<file path="src/rtl/load_store_unit.sv">
// Load/store unit: a single-outstanding-request bridge between a core and a word-wide memory.
// Sub-word stores use read-modify-write; loads are lane-selected and extended.
module load_store_unit #(
    parameter int unsigned READ_WAIT = 1
) (
    input  logic        clk,
    input  logic        rst_n,
    input  logic        req_valid,
    output logic        req_ready,
    input  logic        req_we,
    input  logic [2:0]  req_funct3,
    input  logic [31:0] req_addr,
    input  logic [31:0] req_wdata,
    output logic        resp_valid,
    output logic [31:0] resp_rdata,
    output logic        resp_err,
    output logic [31:0] mem_addr,
    output logic [31:0] mem_dataW,
    output logic        MemRW,
    input  logic [31:0] mem_dataB
);

    typedef enum logic [1:0] {
        IDLE    = 2'd0,
        RD_WAIT = 2'd1,
        WRITE   = 2'd2,
        RESP    = 2'd3
    } state_t;

    localparam logic [2:0] WAIT_INIT = 3'(READ_WAIT - 1);

    state_t      state_q, state_d;
    logic [2:0]  cnt_q, cnt_d;
    logic [31:0] rdata_q, rdata_d;
    logic        err_q, err_d;

    logic [31:0] addr_q;
    logic [2:0]  f3_q;
    logic        we_q;
    logic [31:0] word_q, word_d;
    logic        accept;

    function automatic logic is_illegal(input logic we, input logic [2:0] f3,
                                        input logic [1:0] lane);
        logic ill;
        unique case (f3)
            3'b000:         ill = 1'b0;
            3'b001:         ill = lane[0];
            3'b010:         ill = |lane;
            3'b100, 3'b101: ill = we | (f3[0] & lane[0]);
            default:        ill = 1'b1;
        endcase
        return ill;
    endfunction

    function automatic logic [31:0] load_extend(input logic [31:0] word, input logic [2:0] f3,
                                                input logic [1:0] lane);
        logic [7:0]  b;
        logic [15:0] h;
        logic [31:0] r;
        b = word[{lane, 3'b000} +: 8];
        h = word[{lane[1], 4'b0000} +: 16];
        unique case (f3)
            3'b000:  r = {{24{b[7]}}, b};
            3'b001:  r = {{16{h[15]}}, h};
            3'b100:  r = {24'd0, b};
            3'b101:  r = {16'd0, h};
            default: r = word;
        endcase
        return r;
    endfunction

    // Only the addressed byte/halfword lanes of the sampled word are replaced.
    function automatic logic [31:0] store_merge(input logic [31:0] old, input logic [31:0] wd,
                                                input logic [2:0] f3, input logic [1:0] lane);
        logic [31:0] m;
        m = old;
        if (f3[0]) begin
            m[{lane[1], 4'b0000} +: 16] = wd[15:0];
        end else begin
            m[{lane, 3'b000} +: 8] = wd[7:0];
        end
        return m;
    endfunction

    assign accept = req_valid && (state_q == IDLE);

    always_comb begin
        state_d = state_q;
        cnt_d   = cnt_q;
        word_d  = word_q;
        rdata_d = rdata_q;
        err_d   = err_q;
        unique case (state_q)
            IDLE: begin
                word_d = req_wdata;
                if (req_valid) begin
                    if (is_illegal(req_we, req_funct3, req_addr[1:0])) begin
                        state_d = RESP;
                        err_d   = 1'b1;
                        rdata_d = 32'd0;
                    end else if (req_we && (req_funct3 == 3'b010)) begin
                        state_d = WRITE;
                    end else begin
                        state_d = RD_WAIT;
                        cnt_d   = WAIT_INIT;
                    end
                end
            end
            RD_WAIT: begin
                if (cnt_q != 3'd0) begin
                    cnt_d = cnt_q - 3'd1;
                end else if (we_q) begin
                    word_d  = store_merge(mem_dataB, word_q, f3_q, addr_q[1:0]);
                    state_d = WRITE;
                end else begin
                    rdata_d = load_extend(mem_dataB, f3_q, addr_q[1:0]);
                    err_d   = 1'b0;
                    state_d = RESP;
                end
            end
            WRITE: begin
                rdata_d = 32'd0;
                err_d   = 1'b0;
                state_d = RESP;
            end
            RESP: begin
                state_d = IDLE;
            end
            default: begin
                state_d = IDLE;
            end
        endcase
    end

    // Control and response state: cleared asynchronously so MemRW drops at once.
    always_ff @(posedge clk or negedge rst_n) begin
        if (!rst_n) begin
            state_q <= IDLE;
            cnt_q   <= 3'd0;
            rdata_q <= 32'd0;
            err_q   <= 1'b0;
        end else begin
            state_q <= state_d;
            cnt_q   <= cnt_d;
            rdata_q <= rdata_d;
            err_q   <= err_d;
        end
    end

    // Request latches and the write word; never observed in IDLE, so no reset.
    always_ff @(posedge clk) begin
        if (accept) begin
            addr_q <= req_addr;
            f3_q   <= req_funct3;
            we_q   <= req_we;
        end
        word_q <= word_d;
    end

    assign req_ready  = (state_q == IDLE);
    assign resp_valid = (state_q == RESP);
    assign resp_rdata = rdata_q;
    assign resp_err   = err_q;
    assign mem_addr   = (state_q == IDLE) ? 32'd0 : {addr_q[31:2], 2'b00};
    assign MemRW      = (state_q == WRITE);
    assign mem_dataW  = (state_q == WRITE) ? word_q : 32'd0;

endmodule

</file>
<file path="config.mk">
export PLATFORM = sky130hd
export DESIGN_NAME = load_store_unit
export DESIGN_NICKNAME = d
export VERILOG_FILES = /design/src/rtl/load_store_unit.sv
export SDC_FILE = /design/constraint.sdc
export NUM_CORES = 1
export LEC_CHECK = 0
export CAP_MARGIN = 20
export CORE_MARGIN = 2
export CORE_UTILIZATION = 46
export DETAILED_ROUTE_END_ITERATION = 8
export PLACE_DENSITY = 0.81
export SKIP_LAST_GASP = 1
export SLEW_MARGIN = 0
export SYNTH_ARGS = -nofsm -noshare
export SYNTH_HDL_FRONTEND = slang
export SYNTH_SLANG_ARGS = --single-unit
</file>
<file path="constraint.sdc">
create_clock -name clk -period 4.1 [get_ports clk]
set_input_delay 0.41 -clock clk [delete_from_list [all_inputs] [get_ports clk]]
set_output_delay 0.41 -clock clk [all_outputs]
set_load 0.01 [all_outputs]
</file>
; Word level (Yosys, flattened, before mapping)
; Index checks and enable logic that the tools add are counted.
; W data, S select, Z words.
[word_totals]
register_bits = 106
out_inout_bits = 100
inputBits = 103
[classes]
add_sub_neg = 3
shift = 6
muxes = 33
eq_ne = 18
n_bitwise = 2
n_reduce_logical = 14
[op_table]
columns = op, n
row1 = $mux W32, 9
row2 = $pmux W32 S4, 1
row3 = $pmux W32 S3, 1
row4 = $bwmux W32, 2
row5 = $pmux W32 S2, 1
row6 = $shift A16 B7 Y32 const A, 1
row7 = $shift A8 B7 Y32 const A, 1
row8 = $shiftx A16 B7 Y32, 1
row9 = $shiftx A32 B6 Y16, 1
row10 = $shiftx A32 B6 Y8, 1
row11 = $shiftx A8 B7 Y32, 1
row12 = $ne A2 B2 Y1 const B, 7
row13 = $neg A5 Y7, 2
row14 = $eq A3 B3 Y1 const B, 4
row15 = $mux W3, 4
row16 = $reduce_and A5 Y1, 2
row17 = $mux W2, 4
row18 = $pmux W2 S4, 1
row19 = $mux W1, 7
row20 = $eq A3 B1 Y1 const B, 2
row21 = $logic_not A3 Y1, 2
row22 = $pmux W3 S2, 1
row23 = $reduce_bool A3 Y1, 2
row24 = $eq A2 B2 Y1 const B, 2
row25 = 14 further kinds, 16

; Depth between registers and ports, before layout
; Gate-level depths: netlist of the first run.
[logic_depth]
depth_word = 8
mapped_depth = 8
ltp_nobuf = 6

; Least setup slack after synthesis of the first run
; No wires, ideal clock.
[synth_path]
path_kind = register to register
start = register state_q[1]
end = register word_q[0], enable pin
required_ns = 3.715
arrival_time_ns = 3.414
n_path_buf = 1
setup_ns = 0.385
path_slack_ns = 0.301
stages_incl_launch_ff = 8
cell_sequence = dfrtp_1 inv_1 ha_1 clkbuf_1 nand2_1 o22ai_1 a21boi_0 a21boi_0
[synth_via]
elab_chain_cells = 3
word_cells_on_any_way = 6
classes_between = 3 x eq/ne / 3 x reduce/logical
[synth_rtl]
columns = item, line
row1 = "start, declared", 32  ; state_t state_q, state_d;
row2 = "start signal, assigned", 144  ; state_q <= state_d;
row3 = $eq A2 B1 Y1 or $logic_not A2 Y1 (tied branches), 94  ; unique case (state_q)
row4 = $ne A2 B2 Y1 (no source line) or $reduce_bool A2 Y1 (tied branches), n/a
row5 = $reduce_and A3 Y1 (no source line) *, n/a
row6 = "end signal, assigned", 158  ; word_q <= word_d;
row7 = "end, declared", 40  ; logic [31:0] word_q, word_d;
; Every way passes the cells marked *; elsewhere a longest branch is shown, timed or not.
; A chain may end at the register's enable or synchronous reset.

; Worst setup path in the final report of the first run
[layout_path]
start = register state_q[0]
end = output port mem_dataW[31]
[layout_via]
elab_chain_cells = 2
[layout_rtl]
columns = item, line
row1 = $eq A2 B2 Y1, 167  ; assign mem_dataW = (state_q == WRITE) ? word_q : 32'd0;
row2 = $mux W32, 167
row3 = "end, declared", 18  ; output logic [31:0] mem_dataW,
; Every way passes these cells.

==> flow_summary.json, run 1 <==
{
  "area_delta_synth_final_pct": 41.6,
  "cts_tree": "done",
  "worstMarginPinSlew_ps": 1060,
  "routed_wl_um": 17100,
  "die_h_um": 117,
  "post-place-ws_ps": 1260,
  "clock_sinks": 106,
  "fin_crit_sh_pct": 68.9,
  "ys_warn_count": 0,
  "gp_congestion": 0.911,
  "drv_cap": 0,
  "antenna_found_initial": 0,
  "first_pass_iters": 5,
  "drtIter0Drc": 477,
  "clk_latency_ps": 350,
  "viasPerCell": 5.84,
  "max_slew_margin_pct": 29.4,
  "drive_gt1_share_pct": 8.78,
  "hold_path_class": "in -> async",
  "hold_ws_ps": 163,
  "r2r_cells": 6,
  "grt_pass1_wl_um": 25400,
  "final_nets": 792,
  "antenna_cells": 0,
  "cts_resized": 0,
  "grt_use_total_pct": 24.6,
  "cts_setup_buffers": 0,
  "peakVddDrop_mv": 0.446,
  "synth_async_sr_flop_share_pct": 35.8,
  "ys_seq_area_share_pct": 51.1,
  "hold_viol_final": 0,
  "num_io_pins": 203,
  "pwr-share-seq_pct": 34.2,
  "internal_power_mw": 3.39,
  "core_sq_um": 12500,
  "power.density_nw_per_um2": 638,
  "crit_type": "reg -> out",
  "timing.rr.end": "word_q[3]",
  "r2r_setup_slack_ps": 1310,
  "combPwrFrac_pct": 49.2,
  "synthesis.area_sq_um": 5850,
  "cts_root_buf": "clkbuf_16",
  "synth.distinct_cells": 50,
  "max_freq_ghz": 0.354,
  "cp.required_ps": 3690,
  "die_width_um": 117,
  "n_fill_cell": 986,
  "finalCriticalPeriod_ps": 2820,
  "worstSetupEndpoint": "mem_dataW[31]",
  "synth-main-ff-cell": "edfxtp_1",
  "path_clk_slew_ps": 70,
  "antenna_left": 0,
  "cp-startpoint": "state_q[0]",
  "rsz0062_at_grt": "no",
  "numCtsBuffers": 9,
  "row_count": 41,
  "synth_edf_count": 68,
  "p_switching_mw": 1.89,
  "endpoint_kind": "output pin",
  "grt_max_degree": 51,
  "setup_viol_count_final": 0,
  "seq_area_sq_um": 2990,
  "slew_violations": 0,
  "worst_clock_skew_ps": 4.98,
  "hpwl_um": 12600,
  "multiInputGateArea_sq_um": 2630,
  "sw_frac_of_total_pct": 35.8,
  "routedWlPerCell_um": 20.0,
  "die_area_sq_um": 13600,
  "p_leak_nw": 3.15,
  "r2r-start": "state_q[1]",
  "start_util_pct": 46.8,
  "p_total_mw": 5.29,
  "grt-ovfl-total": 0,
  "avgSynthCellArea_sq_um": 11.8,
  "drcViolationCount": 0,
  "path_max_fanout": 34,
  "status": "finished clean",
  "setup_ws_ps": 1280,
  "htree_levels": 3,
  "ys_ff_latch": 106,
  "syn_inst": 494,
  "worstPathArrival_ps": 2410,
  "clockBufferDepth": 2,
  "setup_tns_ps": 0,
  "dp.cells": 835,
  "pwr-share-clk_pct": 16.6,
  "first_global_vias": 4727,
  "io_buffers": 200,
  "final_cell_count_no_fill": 855,
  "cts_hold_buffers": 0,
  "critPathLaunchType": "flop",
  "dr_total_vias": 4995
}
==> kinds of logic after synthesis <==
| kind of cell | after synthesis | synth area share [%] |
|---|---|---|
| adders and majority gates | 11 | 2.35 |
| AOI/OAI and AO/OA | 145 | 19.4 |
| muxes | 55 | 10.5 |
| and+or+nand+nor | 121 | 12.4 |
| other | 1 | 0.0641 |
| DFF | 106 | 51.1 |
| buffers and inverters | 55 | 4.08 |
==> power by group through the flow <==
stage	clock network, mW	logic (mW)	registers, mW
after floorplan	0	1.41	1.80
final	0.878	2.60	1.81
after global placement	0	2.53	1.82
after CTS	0.889	2.60	1.80
after global routing	0.933	2.80	1.84
after detailed placement	0	2.59	1.83
==> layer usage <==
metal	vias to the layer above	track usage, %	wire [um]
met3	34	5.25	1560
met1	2402	32.9	6990
met4	0	9.02	371
li1	2271	-	-
met2	288	39.9	8220
met5	-	0	0
==> per-stage QoR <==
stage	cell area [sq um]	utilization, %
CTS	8260	66.0
floorplan	5860	-
global route	8290	66.2
detailed placement	7960	63.6
finish	8290	66.2
global placement	7960	63.6
==> placed cells by master (no fill, tap or decap), drive strengths merged, types with 7 or more instances in the layout <==
cell type and n:
nor2b 31, a22o 30, nand2 7, a32o 17, and2 33, nor2 17, nand2b 22, a22oi 9
mux2i 26, edfxtp 68, a21oi 25, clkdlybuf4s50 199, a221oi 24, o22ai 8, mux2 28, buf 13
inv 17, o21ai 9, clkbuf 13, a221o 8, ha 11, dfrtp 38
==> cell usage after synthesis, drive strengths merged (2+ instances only) <==
cell,instances,area (sq um)
edfxtp,68,2040
dfrtp,38,951
and2,33,206
nor2b,31,194
a22o,30,263
mux2,28,334
clkbuf,26,97.6
mux2i,26,260
a21oi,25,125
a221oi,24,210
nand2b,22,138
a32o,17,170
nor2,17,63.8
buf,15,88.8
inv,13,48.8
ha,11,138
a22oi,9,67.6
o21ai,9,45.0
a221o,8,80.1
o22ai,8,50.1
nand2,7,26.3
a211oi,3,22.5
a21boi,2,15.0
nand3,2,10.0
nor4,2,18.8
nor4bb,2,20.0
==> sequential cells by signal, indices dropped and copies added (netlist names) <==
name and flops:
f3_q 3, cnt_q 3, resp_err 1, resp_rdata 32, we_q 1, addr_q 32
state_q 2, word_q 32
==> cell type report <==
type                            count  share of cell area (%)
Tap cell                          172                    2.60
Timing Repair Buffer              213                    25.3
Sequential cell                   106                    36.1
Inverter                           14                   0.634
Multi-Input combinational cell    334                    31.8
Clock buffer                       12                    3.23
Clock inverter                      4                   0.362
==> worst min path at each step <==
| stage | startpoint | end | slack (ps) |
|---|---|---|---|
| after global placement | cnt_q[1] | cnt_q[1] | 470 |
| after detailed placement | cnt_q[1] | cnt_q[1] | 480 |
| after CTS | rst_n | resp_rdata[19] | 180 |
| final | rst_n | resp_rdata[26] | 160 |
| after global routing | rst_n | resp_rdata[26] | 230 |
| after floorplan | rst_n | cnt_q[0] | 110 |
==> critical path: stages (launching register included) <==
cell and delay [ps]:
dfrtp_1 420, inv_1 90, ha_1 750, and2_1 250, clkdlybuf4s50_1 540
(Power assumes the default switching activity.)
==> run 2, diff against run 1 <==
==> constraint.sdc (replaced) <==
create_clock -name clk -period 2.65 [get_ports clk]
set_input_delay 0.265 -clock clk [delete_from_list [all_inputs] [get_ports clk]]
set_output_delay 0.265 -clock clk [all_outputs]
set_load 0.01 [all_outputs]
==> run 2 against run 1 <==
Count of clock-buffer cells in the layout did not move. First-iteration DRC count fell by 13%. Sequential power rose by 54%. Power rose by 56%. Via count rose by 0.92%. Routed wire length fell by 0.46%. Clock power rose by 51%. Highest routed layer unchanged. Clock skew barely moved.
==> flow_summary.json, run 2 (synthesis gave the netlist of run 1 again) <==
{
  "drv_cap": 0,
  "drcViolationCount": 0,
  "final_nets": 799,
  "sw_frac_of_total_pct": 35.4,
  "setup_viol_count_final": 0,
  "dr_total_vias": 5041,
  "drtIter0Drc": 413,
  "die_area_sq_um": 13600,
  "num_io_pins": 203,
  "pwr-share-seq_pct": 33.9,
  "worstMarginPinSlew_ps": 839,
  "path_clk_slew_ps": 70,
  "clk_latency_ps": 350,
  "grt_use_total_pct": 25.0,
  "area_delta_synth_final_pct": 42.8,
  "hold_viol_final": 0,
  "cp.required_ps": 2380,
  "p_leak_nw": 3.19,
  "crit_type": "reg -> out",
  "hold_path_class": "in -> async",
  "drive_gt1_share_pct": 10.1,
  "status": "finished clean",
  "combPwrFrac_pct": 49.9,
  "max_freq_ghz": 0.396,
  "start_util_pct": 46.8,
  "dp.cells": 843,
  "r2r-start": "state_q[1]",
  "worst_clock_skew_ps": 5.30,
  "power.density_nw_per_um2": 986,
  "p_switching_mw": 2.92,
  "cts_hold_buffers": 0,
  "htree_levels": 3,
  "first_pass_iters": 5,
  "routedWlPerCell_um": 19.8,
  "peakVddDrop_mv": 0.522,
  "internal_power_mw": 5.32,
  "gp_congestion": 0.878,
  "path_max_fanout": 32,
  "grt_max_degree": 39,
  "max_slew_margin_pct": 44.0,
  "fin_crit_sh_pct": 95.4,
  "grt-ovfl-total": 0,
  "viasPerCell": 5.85,
  "cts_root_buf": "clkbuf_16",
  "finalCriticalPeriod_ps": 2530,
  "clock_sinks": 106,
  "io_buffers": 200,
  "antenna_left": 0,
  "r2r_setup_slack_ps": 370,
  "cts_resized": 0,
  "cts_setup_buffers": 0,
  "die_h_um": 117,
  "pwr-share-clk_pct": 16.2,
  "numCtsBuffers": 9,
  "r2r_cells": 6,
  "setup_tns_ps": 0,
  "rsz0062_at_grt": "no",
  "core_sq_um": 12500,
  "cts_tree": "done",
  "routed_wl_um": 17100,
  "clockBufferDepth": 2,
  "final_cell_mix": "clkdlybuf4s50_1, edfxtp_1, dfrtp_1",
  "layout_commonest_cell": "clkdlybuf4s50_1",
  "hpwl_um": 12800,
  "antenna_found_initial": 0,
  "critPathLaunchType": "flop",
  "n_fill_cell": 1004,
  "timing.rr.end": "word_q[2]",
  "slew_violations": 0,
  "row_count": 41,
  "die_width_um": 117,
  "final_cell_count_no_fill": 862,
  "first_global_vias": 4930,
  "endpoint_kind": "output pin",
  "worstPathArrival_ps": 2260,
  "grt_pass1_wl_um": 25700,
  "antenna_cells": 0
}
## run 2: cell count changes in the layout (fill, tap and decap cells not counted), moves of 2 or more
cell	previous run	this run
clkbuf_1	1	3
a21boi_2	0	2
buf_4	10	17
a21boi_0	2	0
inv_6	3	1
## run 2: worst max path at each step
stage | start | to | slack, ps | cells after the start
floorplan | state_q[0] | addr_q[0] | 7 | 5
global route | state_q[1] | mem_addr[15] | 10 | 5
detailed placement | addr_q[1] | word_q[29] | 140 | 6
finish | state_q[1] | mem_addr[15] | 120 | 5
CTS | state_q[1] | mem_addr[15] | 110 | 5
global placement | addr_q[1] | word_q[22] | 230 | 6
## run 2: area by class of cell
class / count / area [sq um] / area share (%)
Clock buffer: 12 / 236 / 2.83
Clock inverter: 4 / 50.0 / 0.599
Inverter: 14 / 52.6 / 0.629
Multi-Input combinational cell: 334 / 2660 / 31.8
Sequential cell: 106 / 2990 / 35.8
Tap cell: 172 / 215 / 2.57
Timing Repair Buffer: 220 / 2150 / 25.8
## run 2: critical path: stages (launching register included)
cell and delay (ps):
dfrtp_1 400, inv_1 110, ha_1 370, buf_4 380, nor2b_1 120, clkdlybuf4s50_1 510
## run 2: power groups by stage
stage,clock [mW],sequential (mW),combinational (mW)
floorplan,0,2.78,2.22
global placement,0,2.81,4.00
detailed placement,0,2.82,4.10
CTS,1.35,2.79,4.13
global route,1.42,2.85,4.44
finish,1.33,2.79,4.11
## run 2: metrics by stage
step	worst slack, ps	hold WS (ps)	utilization (%)	power, mW	cell area [sq um]
after floorplan	7.20	-30.6	-	5.00	5880
after global placement	234	397	64.4	6.81	8060
after detailed placement	145	407	64.4	6.93	8060
after CTS	108	33.4	66.6	8.27	8340
after global routing	14.8	79.2	66.8	8.71	8360
final	123	17.1	66.8	8.24	8360
## run 2: layer usage
layer / global-route usage [%] / part of all wire, % / vias to the layer above
li1: - / - / 2281
met1: 31.3 / 39 / 2400
met2: 41.0 / 47 / 309
met3: 5.61 / 9.5 / 51
met4: 12.6 / 3.8 / 0
met5: 0 / 0 / -
